--- src/rtl/block_serializer_pkg.sv ---
// Shared types and constants for the block serializer and its block buffer.
// Block width, byte width and the serializer state encoding live here.
package block_serializer_pkg;

    localparam int BLOCK_W         = 128;
    localparam int BYTE_W          = 8;
    localparam int BYTES_PER_BLOCK = 16;

    typedef logic [BLOCK_W-1:0] block_t;

    typedef enum logic {
        IDLE = 1'b0,
        SEND = 1'b1
    } ser_state_t;

endpackage

--- src/rtl/block_serializer_fifo.sv ---
// Circular buffer of 128-bit blocks; a push into a full buffer is accepted
// only when a pop frees a slot in the same cycle.
module block_fifo
    import block_serializer_pkg::*;
#(
    parameter int BUF_DEPTH = 2
) (
    input  logic                         clk_in,
    input  logic                         rst_in,
    input  logic                         push,
    input  logic                         pop,
    input  block_t                       wr_data,
    output block_t                       rd_data,
    output logic                         full,
    output logic                         empty,
    output logic [$clog2(BUF_DEPTH):0]   count
);

    localparam int PTR_W = $clog2(BUF_DEPTH);

    block_t           mem [BUF_DEPTH];
    logic [PTR_W-1:0] wr_ptr;
    logic [PTR_W-1:0] rd_ptr;
    logic [PTR_W:0]   cnt;
    logic             do_push;
    logic             do_pop;

    assign full    = (cnt == (PTR_W+1)'(BUF_DEPTH));
    assign empty   = (cnt == '0);
    assign count   = cnt;
    assign rd_data = mem[rd_ptr];
    assign do_pop  = pop && !empty;
    assign do_push = push && (!full || do_pop);

    // Pointers wrap naturally because BUF_DEPTH is a power of two
    always_ff @(posedge clk_in) begin
        if (rst_in) begin
            wr_ptr <= '0;
            rd_ptr <= '0;
            cnt    <= '0;
        end else begin
            if (do_push) wr_ptr <= wr_ptr + PTR_W'(1);
            if (do_pop)  rd_ptr <= rd_ptr + PTR_W'(1);
            case ({do_push, do_pop})
                2'b10:   cnt <= cnt + (PTR_W+1)'(1);
                2'b01:   cnt <= cnt - (PTR_W+1)'(1);
                default: cnt <= cnt;
            endcase
        end
    end

    always_ff @(posedge clk_in) begin
        if (do_push && !rst_in) mem[wr_ptr] <= wr_data;
    end

endmodule

--- src/rtl/block_serializer.sv ---
// Buffers deciphered 128-bit blocks and emits them MSB byte first over a
// valid/ready byte stream, with a one-cycle reload gap between blocks.
module block_serializer
    import block_serializer_pkg::*;
#(
    parameter int BUF_DEPTH = 2
) (
    input  logic        clk_in,
    input  logic        rst_in,
    input  block_t      block_in,
    input  logic        block_valid_in,
    output logic [7:0]  byte_out,
    output logic        byte_valid_out,
    input  logic        byte_ready_in,
    output logic        last_byte_out,
    output logic        busy_out,
    output logic        overflow_out
);

    localparam logic [3:0] LAST_IDX = 4'(BYTES_PER_BLOCK - 1);

    ser_state_t                  state;
    block_t                      shift;
    logic [3:0]                  byte_cnt;
    logic                        overflow;
    block_t                      head;
    logic                        fifo_full;
    logic                        fifo_empty;
    logic [$clog2(BUF_DEPTH):0]  fifo_count;
    logic                        pop;
    logic                        push;
    logic                        drop;

    assign push = block_valid_in && !rst_in;
    assign pop  = (state == IDLE) && !fifo_empty;
    assign drop = push && fifo_full && !pop;

    block_fifo #(.BUF_DEPTH(BUF_DEPTH)) u_fifo (
        .clk_in  (clk_in),
        .rst_in  (rst_in),
        .push    (push),
        .pop     (pop),
        .wr_data (block_in),
        .rd_data (head),
        .full    (fifo_full),
        .empty   (fifo_empty),
        .count   (fifo_count)
    );

    // IDLE spends exactly one cycle reloading, which yields the inter-block gap
    always_ff @(posedge clk_in) begin
        if (rst_in) begin
            state    <= IDLE;
            shift    <= '0;
            byte_cnt <= '0;
            overflow <= 1'b0;
        end else begin
            if (drop) overflow <= 1'b1;
            case (state)
                IDLE: begin
                    if (pop) begin
                        shift    <= head;
                        byte_cnt <= '0;
                        state    <= SEND;
                    end
                end
                SEND: begin
                    if (byte_ready_in) begin
                        shift    <= {shift[BLOCK_W-BYTE_W-1:0], {BYTE_W{1'b0}}};
                        byte_cnt <= byte_cnt + 4'd1;
                        if (byte_cnt == LAST_IDX) state <= IDLE;
                    end
                end
                default: state <= IDLE;
            endcase
        end
    end

    assign byte_out       = shift[BLOCK_W-1 -: BYTE_W];
    assign byte_valid_out = (state == SEND);
    assign last_byte_out  = (state == SEND) && (byte_cnt == LAST_IDX);
    assign busy_out       = (state == SEND) || (fifo_count != '0);
    assign overflow_out   = overflow;

endmodule

--- config.mk ---
export PLATFORM = sky130hd
export DESIGN_NAME = block_serializer
export DESIGN_NICKNAME = d
export VERILOG_FILES = /design/src/rtl/block_serializer_pkg.sv /design/src/rtl/block_serializer_fifo.sv /design/src/rtl/block_serializer.sv
export SDC_FILE = /design/constraint.sdc
export NUM_CORES = 1
export LEC_CHECK = 0
export ABC_AREA = 1
export ABC_CLOCK_PERIOD_IN_PS = 25600
export BUFFER_PORTS_ARGS = -buffer_cell sky130_fd_sc_hd__buf_2
export CORE_MARGIN = 2
export CORE_UTILIZATION = 50
export CTS_BUF_LIST = sky130_fd_sc_hd__clkbuf_4 sky130_fd_sc_hd__clkbuf_8 sky130_fd_sc_hd__clkbuf_16
export DETAILED_ROUTE_END_ITERATION = 10
export PLACE_DENSITY_LB_ADDON = 0.3
export SYNTH_ARGS = -nofsm -noshare
export SYNTH_HDL_FRONTEND = slang
export SYNTH_HIERARCHICAL = 1
export SYNTH_SLANG_ARGS = --single-unit
export TNS_END_PERCENT = 20
--- constraint.sdc ---
create_clock -name clk_in -period 25.6 [get_ports clk_in]
set_input_delay 1.28 -clock clk_in [delete_from_list [all_inputs] [get_ports clk_in]]
set_output_delay 1.28 -clock clk_in [all_outputs]
set_load 0.02 [all_outputs]
==> impl_metrics.py, run 1 <==
metrics = {
    "synthesis": {
        "ys_warn_count": 6,
        "yosys-top-cells-area": "edfxtp_1, dfxtp_1, nand2_1, mux2_2, nor2_1",
        "netlist-cell-type-count": 26,
        "synth.net_count": 1563,
        "synth_common_cells": "nand2_1, edfxtp_1, nor2_1",
        "yosysMostFrequentCell": "nand2_1",
        "synth_top_area_share_pct": 48.5,
        "syn-instance-count": 1430,
        "netlist_area_um2": 15800,
        "ys_seq_elements": 395,
        "synth_seq_area_share_pct": 66.1,
        "synth_area_leader_cell": "edfxtp_1",
        "syn_avg_cell_area_um2": 11.1,
        "synth-edff-count": 256,
        "synthArstFlopShare_pct": 0,
        "synth_ff_type": "edfxtp_1",
    },
    "grt": {
        "track_usage_pct": 19.4,
        "use_met2_pct": 31.8,
        "grt_pass1_vias": 10278,
        "met1_usage_pct": 25.9,
        "grt_pass1_wl_um": 51800,
        "grt_antenna_before_repair": 1,
        "grt_max_degree": 125,
        "gr-usage-met3_pct": 3.81,
        "gr-max-usage-layer": "met2",
        "gr-total-overflow": 0,
    },
    "die": {
        "die_y_um": 182,
        "initial_utilization_pct": 50.4,
        "dieArea_um2": 33100,
        "die_w_um": 182,
        "core-area_um2": 31400,
        "design.portCount": 144,
        "placementRows": 65,
    },
    "drt": {
        "routed_via_density": 5.16,
        "vias": 10174,
        "routed_wl_um": 31800,
        "wl_per_cell_um": 16.1,
        "remaining_drc_errors": 0,
        "drt-initial-drc-count": 800,
        "postRouteAntennaNets": 0,
        "dr.pass1.iters": 5,
    },
    "setup_path": {
        "worstSetupPathType": "flop to flop",
        "crit_path_max_fanout": 60,
        "cp_cell_sequence": "inv_2, nand2_1, inv_1, nor2_1, o21ai_2, or2_4, nor2_4, buf_4, buf_4",
        "cp.required_ns": 25.75,
        "slowest_delay_ns": 0.76,
        "endpoint_kind": "flop",
        "cpMaxStageDelayCell": "nor2_4",
        "critPathArrivalTime_ns": 4.59,
        "crit_path_frequent_cell": "buf_4",
        "worst_setup_path_start_kind": "flop",
    },
    "pwr": {
        "total_power_mw": 1.46,
        "p_leak_nw": 7.20,
        "power_density_nw_per_um2": 81.4,
        "ir_drop_mv": 0.0602,
    },
    "sta": {
        "slew_violations": 0,
        "finalClockSkew_ns": 0.0182,
        "tns_ns": 0,
        "fin_crit_ns": 4.44,
        "setup_violations": 0,
        "hold_viol": 0,
        "min_period_over_period_pct": 17.3,
        "fmax_mhz": 225,
        "rsz0062_at_grt": "false",
        "maxSlewHeadroom_pct": 24.5,
        "worstMarginPinSlew_ns": 1.13,
    },
    "final_layout": {
        "post_layout_nonfiller_instances": 1970,
        "drive_above_1_share_pct": 23.5,
        "syn2layout_area_growth_pct": 13.1,
        "num_antenna_cells": 0,
        "n_fill_cell": 2675,
        "finalNetCount": 1669,
        "seq_area_um2": 10500,
        "multi_input_area_um2": 4700,
    },
    "clocking": {
        "cts_buffer_depth": 3,
        "cts-htree-levels": 2,
        "postCtsHoldBufs": 0,
        "root_buffer": "clkbuf_16",
        "insertion_delay_ns": 0.53,
        "cts_tree": "yes",
        "cts_resized": 0,
        "cts.sinks": 395,
        "cts_made_buffers": 41,
        "cts_setup_buffers": 0,
        "clkTransAtPathRegs_ns": 0.06,
    },
    "placed_design": {
        "placedCellCount": 1895,
        "port_buffers": 143,
        "gp_congestion": 0.772,
        "post-dp-hpwl_um": 18100,
    },
    "status": {
        "status": "finished, final reports clean",
    },
    "hold_path": {
        "hp-class": "flop to flop",
    },
    "run": {
        "max_cap_violations": 0,
    },
}
-- area by class of cell --
cell class	count	share of cell area (%)
inverters	15	0.349
multi-input cells	929	26.3
repair buffers	154	4.46
clock buffers	61	6.93
clock inverters	14	0.678
flip-flops and latches	395	58.5
well taps	402	2.81
-- where the power goes --
part           switching [mW]  internal [mW]  total, mW
Clock                   0.232          0.357      0.589
Combinational          0.0872         0.0447      0.132
Sequential             0.0196          0.717      0.737
Total                   0.339           1.12       1.46
-- metrics by stage --
| step | area [um2] | utilization, % | hold WS (ns) | setup WS [ns] |
|---|---|---|---|---|
| after floorplan | 15800 | - | 0.440 | 13.88 |
| after global placement | 16500 | 52.7 | 0.456 | 20.79 |
| after detailed placement | 16500 | 52.7 | 0.457 | 20.66 |
| after CTS | 17900 | 57.0 | 0.467 | 21.12 |
| after global routing | 17900 | 57.0 | 0.483 | 20.73 |
| final | 17900 | 57.0 | 0.464 | 21.16 |
-- worst max-delay path, delay by kind of cell, from the launching register on --
family | cells | cell delay [ns]
and+or+nand+nor | 4 | 1.82
DFF | 1 | 0.44
AOI/OAI and AO/OA | 1 | 0.18
buffers and inverters | 4 | 1.52
-- cell families (layout without fill, tap and decap cells) --
logic type,count (synthesis),after routing,synth area share [%]
compound gates,143,143,4.67
fa+ha+maj,1,1,0.0790
buf+inv,106,244,4.28
flops,395,395,66.1
mux,128,128,9.10
simple gates,657,657,15.8
-- flip-flops by register name, indices dropped and copies added, names as in the netlist, named ones only --
register / flops
u_fifo/mem: 256
shift: 128
byte_cnt: 4
u_fifo/count: 2
byte_valid_out: 1
overflow_out: 1
u_fifo/rd_ptr: 1
u_fifo/wr_ptr: 1
-- cell usage in the layout, fill, tap and decap left out, drive strengths merged --
cell and count:
inv 15, clkinvlp 1, edfxtp 256, nand4 2, nor2 249, clkinv 11, dfxtp 139, or2 2
bufinv 2, mux2 128, ha 1, a21oi 16, nand2 397, buf 154, nor3 1, clkbuf 61
nand3 5, a31oi 1, o21ai 126, nor3b 1
-- metal layers --
layer  share of wire [%]  up-vias  wire length (um)
met4                 2.6        2               822
li1                    -     4998                 -
met3                 5.0       59              1590
met1                  46     4887             14500
met5               0.041        -                13
met2                  47      228             14900
-- final timing paths --
path,cells past startpoint,from,slack [ns],endpoint
max,9,u_fifo/count[0],21.16,u_fifo/mem[0][106]
min,2,shift[1],0.46,shift[1]
max reg2reg,9,u_fifo/count[0],21.16,u_fifo/mem[0][106]
min reg2reg,2,shift[1],0.46,shift[1]
(Power assumes the default switching activity.)
==> inputs of run 2 (changes only) <==
- ABC_CLOCK_PERIOD_IN_PS: 25600 -> 3600
- clock period: 25.6 -> 3.6 ns (I/O delays scaled with it)
==> run 2 against run 1 <==
Global-route usage is 0.69 points higher. Non-clock buffer count up 132. First-iteration DRC count rose by 16%. Die area did not move. Register-to-register slack lost 20 ns. Cell area is 8.2% higher. Utilization rose by 4.7 points. Clock skew up 0.0010 ns. Sequential share of layout area fell by 4.4 points. Worst hold slack worse by 0.42 ns. Final cell count increased by 6.8%. Sequential power rose to 7.1 times the previous value.
==> impl_metrics.py, run 2 (synthesis gave the netlist of run 1 again) <==
metrics = {
    "status": {
        "status": "finished, final reports clean",
    },
    "placed_design": {
        "gp_congestion": 0.785,
        "post-dp-hpwl_um": 18700,
        "placed_cell_area_um2": 16700,
        "placedCellCount": 1899,
        "port_buffers": 143,
    },
    "drt": {
        "dr.pass1.iters": 6,
        "wl_per_cell_um": 15.8,
        "vias": 10704,
        "routed_via_density": 5.09,
        "remaining_drc_errors": 0,
        "drt-initial-drc-count": 929,
        "routed_wl_um": 33300,
        "postRouteAntennaNets": 0,
    },
    "final_layout": {
        "finalNetCount": 1801,
        "reg_top3": "u_fifo/mem: 256 flops, shift: 128 flops, byte_cnt: 4 flops",
        "post_layout_nonfiller_instances": 2103,
        "syn2layout_area_growth_pct": 22.4,
        "drive_above_1_share_pct": 22.2,
        "largest_reg_flops": 256,
        "regMostFlops": "u_fifo/mem",
        "final_util_pct": 61.7,
        "fin_area_um2": 19400,
        "final_common_cell": "nand2_1",
        "num_antenna_cells": 0,
        "mostFrequentLayoutCells": "nand2_1, edfxtp_1, nor2_1",
    },
    "sta": {
        "slew_violations": 0,
        "fmax_mhz": 380,
        "setup_violations": 0,
        "fin_crit_ns": 2.63,
        "tns_ns": 0,
        "rsz0062_at_grt": "false",
        "maxSlewHeadroom_pct": 25.9,
        "worstMarginPinSlew_ns": 1.11,
        "min_period_over_period_pct": 73.1,
        "finalClockSkew_ns": 0.0192,
        "hold_slack_ns": 0.0396,
        "hold_viol": 0,
    },
    "setup_path": {
        "rr_worst_depth": 5,
        "cp.required_ns": 3.42,
        "worstSetupPathType": "flop to output port",
        "critPathArrivalTime_ns": 2.45,
        "worst_setup_path_start_kind": "flop",
        "endpoint_kind": "output port",
        "reg2reg_slack_ns": 1.16,
        "r2r-start": "byte_valid_out",
        "crit_path_max_fanout": 66,
        "r2r_end": "shift[88]",
    },
    "hold_path": {
        "holdPathStages": 4,
        "hold_start": "byte_ready_in",
        "hp-class": "input port to flop",
        "whs_endpoint": "byte_valid_out",
    },
    "clocking": {
        "cts_resized": 0,
        "insertion_delay_ns": 0.53,
        "root_buffer": "clkbuf_16",
        "cts-htree-levels": 2,
        "clkTransAtPathRegs_ns": 0.06,
        "cts_setup_buffers": 0,
        "cts_tree": "yes",
        "cts.sinks": 395,
        "cts_made_buffers": 41,
        "postCtsHoldBufs": 128,
        "cts_buffer_depth": 3,
    },
    "die": {
        "placementRows": 65,
        "core-area_um2": 31400,
        "initial_utilization_pct": 50.4,
        "design.portCount": 144,
        "die_y_um": 182,
        "die_w_um": 182,
        "dieArea_um2": 33100,
    },
    "pwr": {
        "clkPwrFrac_pct": 41.5,
        "intPower_mw": 8.29,
        "power_density_nw_per_um2": 556,
        "switching_share_pct": 23.1,
        "p_comb_share_pct": 9.8,
        "p_leak_nw": 7.81,
        "pwr-share-seq_pct": 48.7,
        "p_sw_mw": 2.49,
        "ir_drop_mv": 0.525,
    },
    "grt": {
        "grt_antenna_before_repair": 0,
        "grt_pass1_wl_um": 53700,
        "track_usage_pct": 20.1,
        "grt_pass1_vias": 10686,
        "grt_max_degree": 129,
        "gr-total-overflow": 0,
    },
    "run": {
        "max_cap_violations": 0,
    },
}
==> run 2: cell count changes in the layout (fill, tap and decap cells not counted), sizes merged, moves of 2 or more <==
cell,delta
buf,+4
clkbuf,-9
bufinv,+5
inv,+2
clkinv,+4
dlygate4sd3,+128
==> run 2: power by group through the flow <==
| stage | Combinational [mW] | Clock, mW | Sequential (mW) |
|---|---|---|---|
| floorplan | 0.767 | 0 | 5.28 |
| global placement | 0.921 | 0 | 5.33 |
| detailed placement | 0.941 | 0 | 5.34 |
| CTS | 1.06 | 4.56 | 5.24 |
| global route | 1.19 | 4.77 | 5.27 |
| finish | 1.05 | 4.48 | 5.25 |
==> run 2: worst max-delay path, stage by stage (launching register included) <==
cell and delay (ns):
dfxtp_4 0.82, inv_4 0.36, nor3_1 0.44, buf_2 0.24
==> run 2: metal layers <==
layer  routed length (um)  global-route usage (%)  share of wire [%]  up-vias
met5                    0                       0                  0        -
met4                  503                    4.55                1.5        0
met3                 1770                    3.15                5.3       35
met2                15800                    33.7                 47      283
met1                15200                    27.7                 46     5123
li1                     -                       -                  -     5263
==> run 2: worst max path at each step <==
stage / startpoint / end / cells after the start
2_1_floorplan: u_fifo/count[0] / u_fifo/mem[1][0] / 7
3_3_place_gp: byte_valid_out / byte_cnt[3] / 7
3_5_place_dp: byte_valid_out / shift[89] / 5
4_1_cts: byte_valid_out / last_byte_out / 3
5_1_grt: byte_valid_out / last_byte_out / 3
6_report: byte_valid_out / last_byte_out / 3
==> run 2: stage by stage <==
step                      setup slack (ns)  total power, mW
after detailed placement              1.15             6.28
after global placement                1.15             6.25
after CTS                            0.929             10.9
after floorplan                      -1.03             6.04
after global routing                 0.818             11.2
final                                0.967             10.8
==> run 2: cell type report <==
| class | instances | area, um2 |
|---|---|---|
| inverters | 15 | 65.1 |
| clock buffers | 52 | 1150 |
| repair buffers | 286 | 2160 |
| multi-input cells | 929 | 4720 |
| well taps | 402 | 503 |
| fillers | 2545 | 12000 |
| clock inverters | 24 | 298 |
| flip-flops and latches | 395 | 10500 |
==> inputs of run 3 (changes only) <==
- ABC_AREA: 1 -> 0
- ABC_CLOCK_PERIOD_IN_PS: 3600 -> 2300
- clock period: 3.6 -> 2.3 ns (I/O delays scaled with it)
==> run 3 against run 2 <==
Worst hold slack gained 0.053 ns. Sequential cell count unchanged. Setup slack got worse by 0.84 ns. Global-route usage is 0.33 points lower. Synthesized cell count fell by 26%. Utilization up 0.49 points. Sequential share of layout area is 0.74 points lower. Via count decreased by 12%. Critical endpoint is now u_fifo/mem[1][121]. Highest routed layer unchanged.
==> impl_metrics.py, run 3 <==
metrics = {
    "final_layout": {
        "regMostFlops": "u_fifo/mem",
        "final_common_cell": "edfxtp_1",
        "reg_top3": "u_fifo/mem: 256 flops, shift: 128 flops, byte_cnt: 4 flops",
        "post_layout_nonfiller_instances": 1726,
        "largest_reg_flops": 256,
        "final_util_pct": 62.2,
        "mostFrequentLayoutCells": "edfxtp_1, buf_2, dfxtp_1",
        "syn2layout_area_growth_pct": 22.5,
        "num_antenna_cells": 0,
        "finalNetCount": 1427,
        "drive_above_1_share_pct": 33.9,
        "n_fill_cell": 2343,
    },
    "synthesis": {
        "synth_ff_type": "edfxtp_1",
        "netlist-cell-type-count": 40,
        "synth_common_cells": "edfxtp_1, dfxtp_1, mux2_2",
        "synth-edff-count": 256,
        "netlist_area_um2": 16000,
        "synth_area_leader_cell": "edfxtp_1",
        "yosysMostFrequentCell": "edfxtp_1",
        "syn-instance-count": 1052,
        "synthArstFlopShare_pct": 0,
        "yosys-top-cells-area": "edfxtp_1, dfxtp_1, mux2_2, mux2i_1, a211oi_2",
        "syn_avg_cell_area_um2": 15.2,
        "ys_seq_elements": 395,
        "synth_seq_area_share_pct": 65.3,
        "synth_top_area_share_pct": 47.9,
        "synth.net_count": 1185,
        "ys_warn_count": 6,
    },
    "hold_path": {
        "hp-class": "input port to flop",
        "hold_start": "byte_ready_in",
    },
    "setup_path": {
        "critPathArrivalTime_ns": 2.34,
        "crit_path_max_fanout": 68,
        "worstSetupPathType": "flop to flop",
        "slowest_delay_ns": 0.44,
        "cp_cell_sequence": "nor2_1, or2_4, inv_4, o21ai_4, nor3b_4, buf_12",
        "crit_start": "u_fifo/count[0]",
        "critical_path_buf_inv_count": 2,
        "cp.required_ns": 2.47,
        "cpMaxStageDelayCell": "dfxtp_1",
        "worst_setup_path_start_kind": "flop",
        "r2r-start": "u_fifo/count[0]",
        "endpoint_kind": "flop",
        "crit_family": "simple AND/OR/NAND/NOR gates",
    },
    "drt": {
        "postRouteAntennaNets": 0,
        "dr.pass1.iters": 7,
        "vias": 9432,
        "routed_via_density": 5.46,
        "wl_per_cell_um": 19.0,
        "routed_wl_um": 32800,
        "drt-initial-drc-count": 689,
        "remaining_drc_errors": 0,
    },
    "pwr": {
        "ir_drop_mv": 0.522,
        "power_density_nw_per_um2": 849,
        "p_leak_nw": 6.72,
    },
    "die": {
        "design.portCount": 144,
        "core-area_um2": 31600,
        "placementRows": 65,
        "die_w_um": 183,
        "die_y_um": 183,
        "dieArea_um2": 33500,
        "initial_utilization_pct": 50.8,
    },
    "sta": {
        "min_period_over_period_pct": 94.4,
        "worstMarginPinSlew_ns": 0.782,
        "fin_crit_ns": 2.17,
        "tns_ns": 0,
        "setup_violations": 0,
        "slew_violations": 0,
        "maxSlewHeadroom_pct": 47.9,
        "rsz0062_at_grt": "true",
        "hold_viol": 0,
        "fmax_mhz": 460,
        "finalClockSkew_ns": 0.00852,
    },
    "status": {
        "status": "finished, final reports clean",
    },
    "clocking": {
        "insertion_delay_ns": 0.52,
        "cts-htree-levels": 2,
        "cts_buffer_depth": 3,
        "clkTransAtPathRegs_ns": 0.06,
        "cts_setup_buffers": 0,
        "root_buffer": "clkbuf_16",
        "cts_made_buffers": 41,
        "cts.sinks": 395,
        "cts_tree": "yes",
    },
    "placed_design": {
        "port_buffers": 143,
        "gp_congestion": 0.733,
        "placedCellCount": 1524,
        "post-dp-hpwl_um": 18600,
    },
    "grt": {
        "track_usage_pct": 19.7,
        "grt_max_degree": 138,
        "gr-total-overflow": 0,
        "grt_antenna_before_repair": 0,
        "grt_pass1_wl_um": 52300,
        "grt_pass1_vias": 9897,
    },
    "run": {
        "max_cap_violations": 0,
    },
}
==> run 3: layer usage <==
metal | up-vias | track usage (%) | part of all wire (%) | routed length, um
li1 | 4544 | - | - | -
met1 | 4659 | 26.3 | 45 | 14900
met2 | 187 | 34.2 | 49 | 16200
met3 | 42 | 2.66 | 3.6 | 1170
met4 | 0 | 5.02 | 1.7 | 564
met5 | - | 0 | 0 | 0
==> run 3: layout make-up <==
| cell class | count | area [um2] | share of cell area, % |
|---|---|---|---|
| Sequential cell | 395 | 10500 | 53.4 |
| Timing Repair Buffer | 293 | 2350 | 12.0 |
| Tap cell | 402 | 503 | 2.56 |
| Inverter | 4 | 17.5 | 0.0892 |
| Clock inverter | 10 | 101 | 0.516 |
| Clock buffer | 63 | 1230 | 6.26 |
| Multi-Input combinational cell | 559 | 4950 | 25.2 |
==> run 3: metrics by stage <==
| stage | hold WS [ns] | cell area [um2] | power (mW) | setup WS, ns |
|---|---|---|---|---|
| global route | 0.102 | 19600 | 17.3 | -0.00645 |
| finish | 0.0925 | 19600 | 16.7 | 0.128 |
| global placement | 0.302 | 17000 | 10.1 | 0.184 |
| CTS | 0.0837 | 19600 | 16.8 | 0.123 |
| floorplan | 0.214 | 16100 | 9.72 | -2.49 |
| detailed placement | 0.306 | 17000 | 10.2 | 0.139 |
==> run 3: repair_timing <==
item	CTS	global route
hold buffers	129	0
resized for setup	0	1
endpoints found under the hold margin	257	0
setup endpoints to repair	0	1
==> run 3: report_power, final <==
group          internal (mW)  switching (mW)
Combinational          0.960            1.07
Clock                   3.90            2.56
Sequential              7.96           0.211
==> run 3: cell families after synthesis <==
| logic type | Yosys count | share of synthesized area, % |
|---|---|---|
| AO/OA/AOI/OAI | 141 | 8.61 |
| XOR/XNOR | 2 | 0.109 |
| adder cells (fa/ha/maj) | 1 | 0.0780 |
| buffers and inverters | 98 | 4.07 |
| flip-flops | 395 | 65.3 |
| multiplexers | 251 | 16.7 |
| AND/OR/NAND/NOR | 164 | 5.13 |
==> run 3: worst min-delay path, cell delays in order <==
cell and delay [ns]:
buf_2 0.10, nand2_2 0.16, nand3_1 0.13, a21oi_1 0.06
==> run 3: worst paths after layout <==
check                                          end  slack, ns  cells past startpoint
worst min-delay path                      shift[6]       0.09                      4
worst max-delay path            u_fifo/mem[1][121]       0.13                      6
worst max register to register  u_fifo/mem[1][121]       0.13                      6
worst min register to register            shift[7]       0.47                      2
